**config.mk**
```make
export PLATFORM = sky130hd
export DESIGN_NAME = index_incdec_seq_flat
export DESIGN_NICKNAME = d
export VERILOG_FILES = /design/src/rtl/index_seq_pkg.sv /design/src/rtl/index_incdec_seq_if.sv /design/src/rtl/index_byte_incdec.sv /design/src/rtl/index_incdec_seq.sv /design/src/flat_wrapper.sv
export SDC_FILE = /design/constraint.sdc
export NUM_CORES = 1
export LEC_CHECK = 0
export ABC_AREA = 1
export ABC_CLOCK_PERIOD_IN_PS = 4400
export CORE_AREA = 2 2 94 96
export DETAILED_ROUTE_END_ITERATION = 10
export DIE_AREA = 0 0 96 98
export HOLD_SLACK_MARGIN = 0.15
export PLACE_DENSITY = 0.72
export SLEW_MARGIN = 20
export SYNTH_ARGS = -nofsm -noshare
export SYNTH_HDL_FRONTEND = slang
export SYNTH_SLANG_ARGS = --single-unit
export TNS_END_PERCENT = 100
```
**constraint.sdc**
```tcl
create_clock -name clk -period 4.4 [get_ports clk]
set_clock_uncertainty 0.15 [all_clocks]
set_input_delay 0.88 -clock clk [delete_from_list [all_inputs] [get_ports clk]]
set_output_delay 0.88 -clock clk [all_outputs]
set_load 0.02 [all_outputs]
```
**src/rtl/index_seq_pkg.sv**
```systemverilog
// Shared phase encoding and default sizing for the index register INC/DEC sequencer.
package index_seq_pkg;

   typedef enum logic [2:0] {
      PH_IDLE = 3'd0,
      PH_LOW  = 3'd1,
      PH_HIGH = 3'd2,
      PH_WAIT = 3'd3,
      PH_WB   = 3'd4
   } phase_e;

   // Wide enough to count up to the largest EXTRA_WAIT of 7.
   localparam int WAIT_CNT_W     = 3;
   localparam int DEF_NUM_IDX    = 2;
   localparam int DEF_SEL_W      = 3;
   localparam int DEF_DATA_W     = 8;
   localparam int DEF_EXTRA_WAIT = 2;

endpackage

```
**src/rtl/index_incdec_seq_if.sv**
```systemverilog
// Control, load, read-port and strobe bundle of the index sequencer.
// The wrap strobe exists only when INDEX_INCDEC_WRAP_EN is defined.
interface index_incdec_seq_if
   import index_seq_pkg::*;
#(
   parameter int NUM_IDX    = DEF_NUM_IDX,
   parameter int DATA_W     = DEF_DATA_W,
   parameter int EXTRA_WAIT = DEF_EXTRA_WAIT,
   parameter int SEL_W      = DEF_SEL_W
);
   logic                    start;
   logic                    is_dec;
   logic [SEL_W-1:0]        sel;
   logic                    load_en;
   logic [SEL_W-1:0]        load_sel;
   logic [2*DATA_W-1:0]     load_data;
   logic [SEL_W-1:0]        rd_sel;
   logic [2*DATA_W-1:0]     rd_data;
   logic                    busy;
   logic [EXTRA_WAIT+2:0]   xpt;
   logic                    done;
   logic                    set_cm1;
   logic                    reset_xpt;
   logic [NUM_IDX-1:0]      reset_prefix;
   logic                    illegal;
`ifdef INDEX_INCDEC_WRAP_EN
   logic                    wrap;
`endif

   modport master (
      output start, is_dec, sel, load_en, load_sel, load_data, rd_sel,
      input  rd_data, busy, xpt, done, set_cm1, reset_xpt, reset_prefix, illegal
`ifdef INDEX_INCDEC_WRAP_EN
      , input wrap
`endif
   );

   modport slave (
      input  start, is_dec, sel, load_en, load_sel, load_data, rd_sel,
      output rd_data, busy, xpt, done, set_cm1, reset_xpt, reset_prefix, illegal
`ifdef INDEX_INCDEC_WRAP_EN
      , output wrap
`endif
   );

endinterface

```
**src/rtl/index_byte_incdec.sv**
```systemverilog
// One byte lane of the index ALU: adds or subtracts a single carry/borrow bit.
module index_byte_incdec #(
   parameter int DATA_W = 8
) (
   input  logic [DATA_W-1:0] a,
   input  logic              cin,
   input  logic              is_dec,
   output logic [DATA_W-1:0] y,
   output logic              cout
);
   logic [DATA_W:0] ext_s;

   // A DEC borrow shows up as the extension bit underflowing to one.
   always_comb begin
      if (is_dec) begin
         ext_s = {1'b0, a} - {{DATA_W{1'b0}}, cin};
      end else begin
         ext_s = {1'b0, a} + {{DATA_W{1'b0}}, cin};
      end
   end

   assign y    = ext_s[DATA_W-1:0];
   assign cout = ext_s[DATA_W];

endmodule

```
**src/rtl/index_incdec_seq.sv**
```systemverilog
// Index register bank plus a byte-serial INC/DEC sequencer (LOW, HIGH, waits, write-back).
// Defining INDEX_INCDEC_WRAP_EN adds a wrap strobe that pulses with done.
module index_incdec_seq
   import index_seq_pkg::*;
#(
   parameter int NUM_IDX    = DEF_NUM_IDX,
   parameter int DATA_W     = DEF_DATA_W,
   parameter int EXTRA_WAIT = DEF_EXTRA_WAIT,
   parameter int SEL_W      = DEF_SEL_W
) (
   input logic               clk,
   input logic               reset,
   index_incdec_seq_if.slave bus
);
   localparam int REG_W = 2 * DATA_W;
   localparam int XPT_W = EXTRA_WAIT + 3;

   phase_e                  state_q, state_d;
   logic [WAIT_CNT_W-1:0]   wcnt_q, wcnt_d;
   logic [SEL_W-1:0]        sel_q, sel_d;
   logic                    is_dec_q, is_dec_d;
   logic                    carry_q, carry_d;
   logic [REG_W-1:0]        tmp_q, tmp_d;
   logic [REG_W-1:0]        bank_q [NUM_IDX];
   logic [REG_W-1:0]        bank_d [NUM_IDX];
   logic                    busy_q, busy_d;
   logic [XPT_W-1:0]        xpt_q, xpt_d;
   logic                    done_q, done_d;
   logic                    illegal_q, illegal_d;
   logic [NUM_IDX-1:0]      reset_prefix_q, reset_prefix_d;
   logic [REG_W-1:0]        src_s;
   logic [REG_W-1:0]        rd_s;
   logic [DATA_W-1:0]       alu_a_s, alu_y_s;
   logic                    alu_cin_s, alu_cout_s;
`ifdef INDEX_INCDEC_WRAP_EN
   logic                    wrap_flag_q, wrap_flag_d;
   logic                    wrap_q, wrap_d;
`endif

   index_byte_incdec #(.DATA_W(DATA_W)) u_alu (
      .a      (alu_a_s),
      .cin    (alu_cin_s),
      .is_dec (is_dec_q),
      .y      (alu_y_s),
      .cout   (alu_cout_s)
   );

   // Bank muxes for the in-flight source and the external read port.
   always_comb begin
      src_s = '0;
      rd_s  = '0;
      for (int i = 0; i < NUM_IDX; i++) begin
         src_s = (sel_q == SEL_W'(i)) ? bank_q[i] : src_s;
         rd_s  = (bus.rd_sel == SEL_W'(i)) ? bank_q[i] : rd_s;
      end
   end

   // The single byte lane sees the low byte in LOW and the high byte in HIGH.
   always_comb begin
      case (state_q)
         PH_LOW: begin
            alu_a_s   = src_s[DATA_W-1:0];
            alu_cin_s = 1'b1;
         end
         PH_HIGH: begin
            alu_a_s   = tmp_q[REG_W-1:DATA_W];
            alu_cin_s = carry_q;
         end
         default: begin
            alu_a_s   = '0;
            alu_cin_s = 1'b0;
         end
      endcase
   end

   // Phase sequencing and partial-result capture.
   always_comb begin
      state_d   = state_q;
      wcnt_d    = wcnt_q;
      sel_d     = sel_q;
      is_dec_d  = is_dec_q;
      carry_d   = carry_q;
      tmp_d     = tmp_q;
      illegal_d = 1'b0;
`ifdef INDEX_INCDEC_WRAP_EN
      wrap_flag_d = wrap_flag_q;
`endif
      case (state_q)
         PH_IDLE: begin
            if (bus.start) begin
               if (32'(bus.sel) < 32'(NUM_IDX)) begin
                  state_d  = PH_LOW;
                  sel_d    = bus.sel;
                  is_dec_d = bus.is_dec;
               end else begin
                  illegal_d = 1'b1;
               end
            end else begin
               state_d = PH_IDLE;
            end
         end
         PH_LOW: begin
            tmp_d   = {src_s[REG_W-1:DATA_W], alu_y_s};
            carry_d = alu_cout_s;
            state_d = PH_HIGH;
         end
         PH_HIGH: begin
            tmp_d   = {alu_y_s, tmp_q[DATA_W-1:0]};
            wcnt_d  = '0;
            state_d = (EXTRA_WAIT == 0) ? PH_WB : PH_WAIT;
`ifdef INDEX_INCDEC_WRAP_EN
            wrap_flag_d = alu_cout_s;
`endif
         end
         PH_WAIT: begin
            if (wcnt_q == WAIT_CNT_W'(EXTRA_WAIT - 1)) begin
               state_d = PH_WB;
            end else begin
               wcnt_d = wcnt_q + WAIT_CNT_W'(1);
            end
         end
         PH_WB: begin
            state_d = PH_IDLE;
         end
         default: begin
            state_d = PH_IDLE;
         end
      endcase
   end

   // Bank writes: write-back wins; loads aimed at the in-flight register are dropped.
   always_comb begin
      for (int i = 0; i < NUM_IDX; i++) begin
         bank_d[i] = bank_q[i];
         if ((state_q == PH_WB) && (sel_q == SEL_W'(i))) begin
            bank_d[i] = tmp_q;
         end else if (bus.load_en && (bus.load_sel == SEL_W'(i)) &&
                      !(busy_q && (bus.load_sel == sel_q))) begin
            bank_d[i] = bus.load_data;
         end else begin
            bank_d[i] = bank_q[i];
         end
      end
   end

   // Strobes are decoded from the next phase so they register in step with it.
   always_comb begin
      busy_d = (state_d != PH_IDLE);
      done_d = (state_d == PH_WB);
      xpt_d  = '0;
      xpt_d[0]       = (state_d == PH_LOW);
      xpt_d[1]       = (state_d == PH_HIGH);
      xpt_d[XPT_W-1] = (state_d == PH_WB);
      for (int i = 0; i < EXTRA_WAIT; i++) begin
         xpt_d[i+2] = (state_d == PH_WAIT) && (wcnt_d == WAIT_CNT_W'(i));
      end
      for (int i = 0; i < NUM_IDX; i++) begin
         reset_prefix_d[i] = (state_d == PH_WB) && (sel_d == SEL_W'(i));
      end
`ifdef INDEX_INCDEC_WRAP_EN
      wrap_d = (state_d == PH_WB) && wrap_flag_d;
`endif
   end

   // State, datapath and output registers.
   always_ff @(posedge clk or posedge reset) begin
      if (reset) begin
         state_q        <= PH_IDLE;
         wcnt_q         <= '0;
         sel_q          <= '0;
         is_dec_q       <= 1'b0;
         carry_q        <= 1'b0;
         tmp_q          <= '0;
         busy_q         <= 1'b0;
         xpt_q          <= '0;
         done_q         <= 1'b0;
         illegal_q      <= 1'b0;
         reset_prefix_q <= '0;
         for (int i = 0; i < NUM_IDX; i++) begin
            bank_q[i] <= '0;
         end
`ifdef INDEX_INCDEC_WRAP_EN
         wrap_flag_q <= 1'b0;
         wrap_q      <= 1'b0;
`endif
      end else begin
         state_q        <= state_d;
         wcnt_q         <= wcnt_d;
         sel_q          <= sel_d;
         is_dec_q       <= is_dec_d;
         carry_q        <= carry_d;
         tmp_q          <= tmp_d;
         busy_q         <= busy_d;
         xpt_q          <= xpt_d;
         done_q         <= done_d;
         illegal_q      <= illegal_d;
         reset_prefix_q <= reset_prefix_d;
         for (int i = 0; i < NUM_IDX; i++) begin
            bank_q[i] <= bank_d[i];
         end
`ifdef INDEX_INCDEC_WRAP_EN
         wrap_flag_q <= wrap_flag_d;
         wrap_q      <= wrap_d;
`endif
      end
   end

   assign bus.rd_data      = rd_s;
   assign bus.busy         = busy_q;
   assign bus.xpt          = xpt_q;
   assign bus.done         = done_q;
   assign bus.set_cm1      = done_q;
   assign bus.reset_xpt    = done_q;
   assign bus.reset_prefix = reset_prefix_q;
   assign bus.illegal      = illegal_q;
`ifdef INDEX_INCDEC_WRAP_EN
   assign bus.wrap         = wrap_q;
`endif

endmodule

```
**src/flat_wrapper.sv**
```systemverilog
// flat-port wrapper written by rule: the top's interface ports become plain ports
module index_incdec_seq_flat import index_seq_pkg::*;
#(
   parameter int NUM_IDX    = DEF_NUM_IDX,
   parameter int DATA_W     = DEF_DATA_W,
   parameter int EXTRA_WAIT = DEF_EXTRA_WAIT,
   parameter int SEL_W      = DEF_SEL_W
)
  (clk, reset, bus_start, bus_is_dec, bus_sel, bus_load_en, bus_load_sel, bus_load_data, bus_rd_sel, bus_rd_data, bus_busy, bus_xpt, bus_done, bus_set_cm1, bus_reset_xpt, bus_reset_prefix, bus_illegal);
  index_incdec_seq_if #(.NUM_IDX(NUM_IDX), .DATA_W(DATA_W), .EXTRA_WAIT(EXTRA_WAIT), .SEL_W(SEL_W)) bus_i ();
  input logic clk;
  input logic reset;
  input wire logic [$bits(bus_i.start)-1:0] bus_start;
  input wire logic [$bits(bus_i.is_dec)-1:0] bus_is_dec;
  input wire logic [$bits(bus_i.sel)-1:0] bus_sel;
  input wire logic [$bits(bus_i.load_en)-1:0] bus_load_en;
  input wire logic [$bits(bus_i.load_sel)-1:0] bus_load_sel;
  input wire logic [$bits(bus_i.load_data)-1:0] bus_load_data;
  input wire logic [$bits(bus_i.rd_sel)-1:0] bus_rd_sel;
  output wire logic [$bits(bus_i.rd_data)-1:0] bus_rd_data;
  output wire logic [$bits(bus_i.busy)-1:0] bus_busy;
  output wire logic [$bits(bus_i.xpt)-1:0] bus_xpt;
  output wire logic [$bits(bus_i.done)-1:0] bus_done;
  output wire logic [$bits(bus_i.set_cm1)-1:0] bus_set_cm1;
  output wire logic [$bits(bus_i.reset_xpt)-1:0] bus_reset_xpt;
  output wire logic [$bits(bus_i.reset_prefix)-1:0] bus_reset_prefix;
  output wire logic [$bits(bus_i.illegal)-1:0] bus_illegal;
  assign bus_i.start = bus_start;
  assign bus_i.is_dec = bus_is_dec;
  assign bus_i.sel = bus_sel;
  assign bus_i.load_en = bus_load_en;
  assign bus_i.load_sel = bus_load_sel;
  assign bus_i.load_data = bus_load_data;
  assign bus_i.rd_sel = bus_rd_sel;
  assign bus_rd_data = bus_i.rd_data;
  assign bus_busy = bus_i.busy;
  assign bus_xpt = bus_i.xpt;
  assign bus_done = bus_i.done;
  assign bus_set_cm1 = bus_i.set_cm1;
  assign bus_reset_xpt = bus_i.reset_xpt;
  assign bus_reset_prefix = bus_i.reset_prefix;
  assign bus_illegal = bus_i.illegal;
  index_incdec_seq #(.NUM_IDX(NUM_IDX), .DATA_W(DATA_W), .EXTRA_WAIT(EXTRA_WAIT), .SEL_W(SEL_W)) u_core (.clk(clk), .reset(reset), .bus(bus_i));
endmodule
```
==> results.cfg <==
[critical_path]
reg2regPathDepth = 13
path_class = primary input to output pin
cp.arrival_ps = 2820
reg2reg_from = u_core.sel_q[2]
startpoint_type = primary input
cp-end-kind = output pin
crit_path_max_fanout = 16
required_ps = 3370
reg2reg_to = u_core.tmp_q[14]
rrSetupSlack_ps = 1220

[finish]
area_growth_pct = 19.7
fin_area_um2 = 4870
final_common_cell = nand2_1
nNetsFinal = 653
antennaDiodeCount = 0
fillers = 799
layout-drive-gt1-share_pct = 5.36
layout_common_cells = 176 x nand2_1, 89 x inv_1, 68 x dfrtp_1

[timing]
finalCritPeriodShare_pct = 87.5
fmax_mhz = 260
tns_ps = 0
rsz0062_at_grt = no
worstMarginPinSlew_ps = 882
finalMaxSlewViolations = 0
setup_viol = 0
relSlewSlack_pct = 41.1
period_needed_ps = 3850
layout_setup_ws_ps = 552
final_hold_viol_count = 0

[run_status]
run_status = complete, no violations

[placed_design]
place_ws_ps = 552
numPortBuffers = 57
place.gp.congestion = 0.846
dp.final_hpwl_mm = 7.43
postPlaceCellArea_um2 = 4650

[clock_tree]
cts_max_level = 3
cts_setup_buffers = 0
cts.sinks = 68
post_cts_resized = 0
cts_buffer_depth = 2
cts_tree = done
cts_hold_buf = 0
clkTransAtPathRegs_ps = 70
worstSkewPairLatency_ps = 360
ctsRootBufferMaster = clkbuf_8
numCtsBuffers = 9

[floorplan]
fp.dieArea_um2 = 9410
die_h_um = 98
design.core.area_um2 = 8470
dieWidth_um = 96
num_rows = 34
ios = 58
initial_core_util_pct = 48.1

[detailed_routing]
viasPerCell = 5.31
vias = 3846
wl_mm = 10.4
postRouteAntennaNets = 0
routedWlPerCell_um = 14.3
first_iter_violations = 272
dr.pass1.iters = 5
drcViolationCount = 0

[synth]
ys_ff_latch = 68
synth_flop_cell = dfrtp_1
ys_seq_area_share_pct = 41.8
synth_edf_count = 0
synthArstFlopShare_pct = 100
synth.distinct_cells = 29
yosysWarnings = 0
netlist_area_um2 = 4070
syn_inst = 564
synth.avg_cell_area_um2 = 7.22
syn_nets = 606

[min_path]
hold_class = register to register
min_to = u_core.carry_q
hp-start = u_core.carry_q
hold_depth = 2

[global_route]
grt_overflow = 0
grt_max_degree = 54
grt_pass1_vias = 3588
grt.total_usage_pct = 23.9
grt_pass1_wl_mm = 17.4
antenna_found_initial = 0

[power]
pwr_density_cell_nw_per_um2 = 755
ir_worst_vdd_uv = 388
leakage_uw = 0.00255

[job]
maxCapViolations = 0
sequential cells by signal, summed over array words and instances, names as in the netlist:
register and count:
u_core.bus.xpt 4, u_core.carry_q 1, u_core.sel_q 3, u_core.tmp_q 16
u_core.bus.reset_prefix 2, u_core.bus.done 1, u_core.is_dec_q 1, u_core.bank_q 32
u_core.bus.busy 1, u_core.wcnt_q 3, u_core.bus.illegal 1, u_core.state_q 3
final cells by class:
cell class                      instances  area (µm²)  area share [%]
Clock inverter                          4        55.1            1.13
Multi-Input combinational cell        379        1870            38.4
Clock buffer                           12         165            3.39
Sequential cell                        68        1700            34.9
Inverter                               93         352            7.21
Timing Repair Buffer                   60         593            12.2
Tap cell                              108         135            2.77
layer usage:
layer  wire (µm)  part of all wire (%)  GRT usage (%)  vias to the layer above
met3         537                   5.2           4.40                       14
met5           0                     0              0                        -
li1            -                     -              -                     1904
met2        5000                    48           37.6                      114
met1        4690                    45           33.6                     1814
met4         143                   1.4           7.14                        0
critical path: stages:
cell and delay (ps):
clkdlybuf4s50_1 420, nand3b_1 540, o22ai_1 330, clkdlybuf4s50_1 650
power breakdown:
group / switching [µW] / internal, µW
logic: 1310 / 740
clock network: 253 / 311
registers: 160 / 907
total: 1720 / 1960
synthesized netlist by cell type (all sizes together) (4+ instances only):
master,number,area [µm²]
clkbuf,6,22.5
inv,92,345
o211ai,4,30.0
nand3,54,275
dfrtp,68,1700
nand2,183,704
nand3b,4,30.0
nor2,20,90.1
o22ai,30,188
buf,18,128
a21oi,8,40.0
ha,11,138
o21ai,50,250
nand4,4,25.0
kinds of logic after synthesis:
| family | share of synthesized area (%) |
|---|---|
| AO/OA/AOI/OAI | 13.3 |
| XOR/XNOR | 0.645 |
| adder cells (fa/ha/maj) | 3.87 |
| buffers and inverters | 12.3 |
| flip-flops | 41.8 |
| AND/OR/NAND/NOR | 28.2 |
worst max-delay path by stage:
stage,startpoint,endpoint
2_1_floorplan,reset,u_core.bank_q[0]
3_3_place_gp,bus_rd_sel[2],bus_rd_data[15]
3_5_place_dp,bus_rd_sel[2],bus_rd_data[15]
4_1_cts,bus_rd_sel[2],bus_rd_data[15]
5_1_grt,bus_rd_sel[2],bus_rd_data[15]
6_report,bus_rd_sel[2],bus_rd_data[4]
metrics by stage:
stage	cells	hold WS (ps)	utilization [%]	power, µW
after global routing	724	371	57.6	4040
after CTS	724	336	57.6	3680
final	724	333	57.6	3680
after detailed placement	708	316	55.0	3100
after global placement	708	314	54.9	3060
after floorplan	564	299	-	2560
Power figures use the tool's default switching activity.
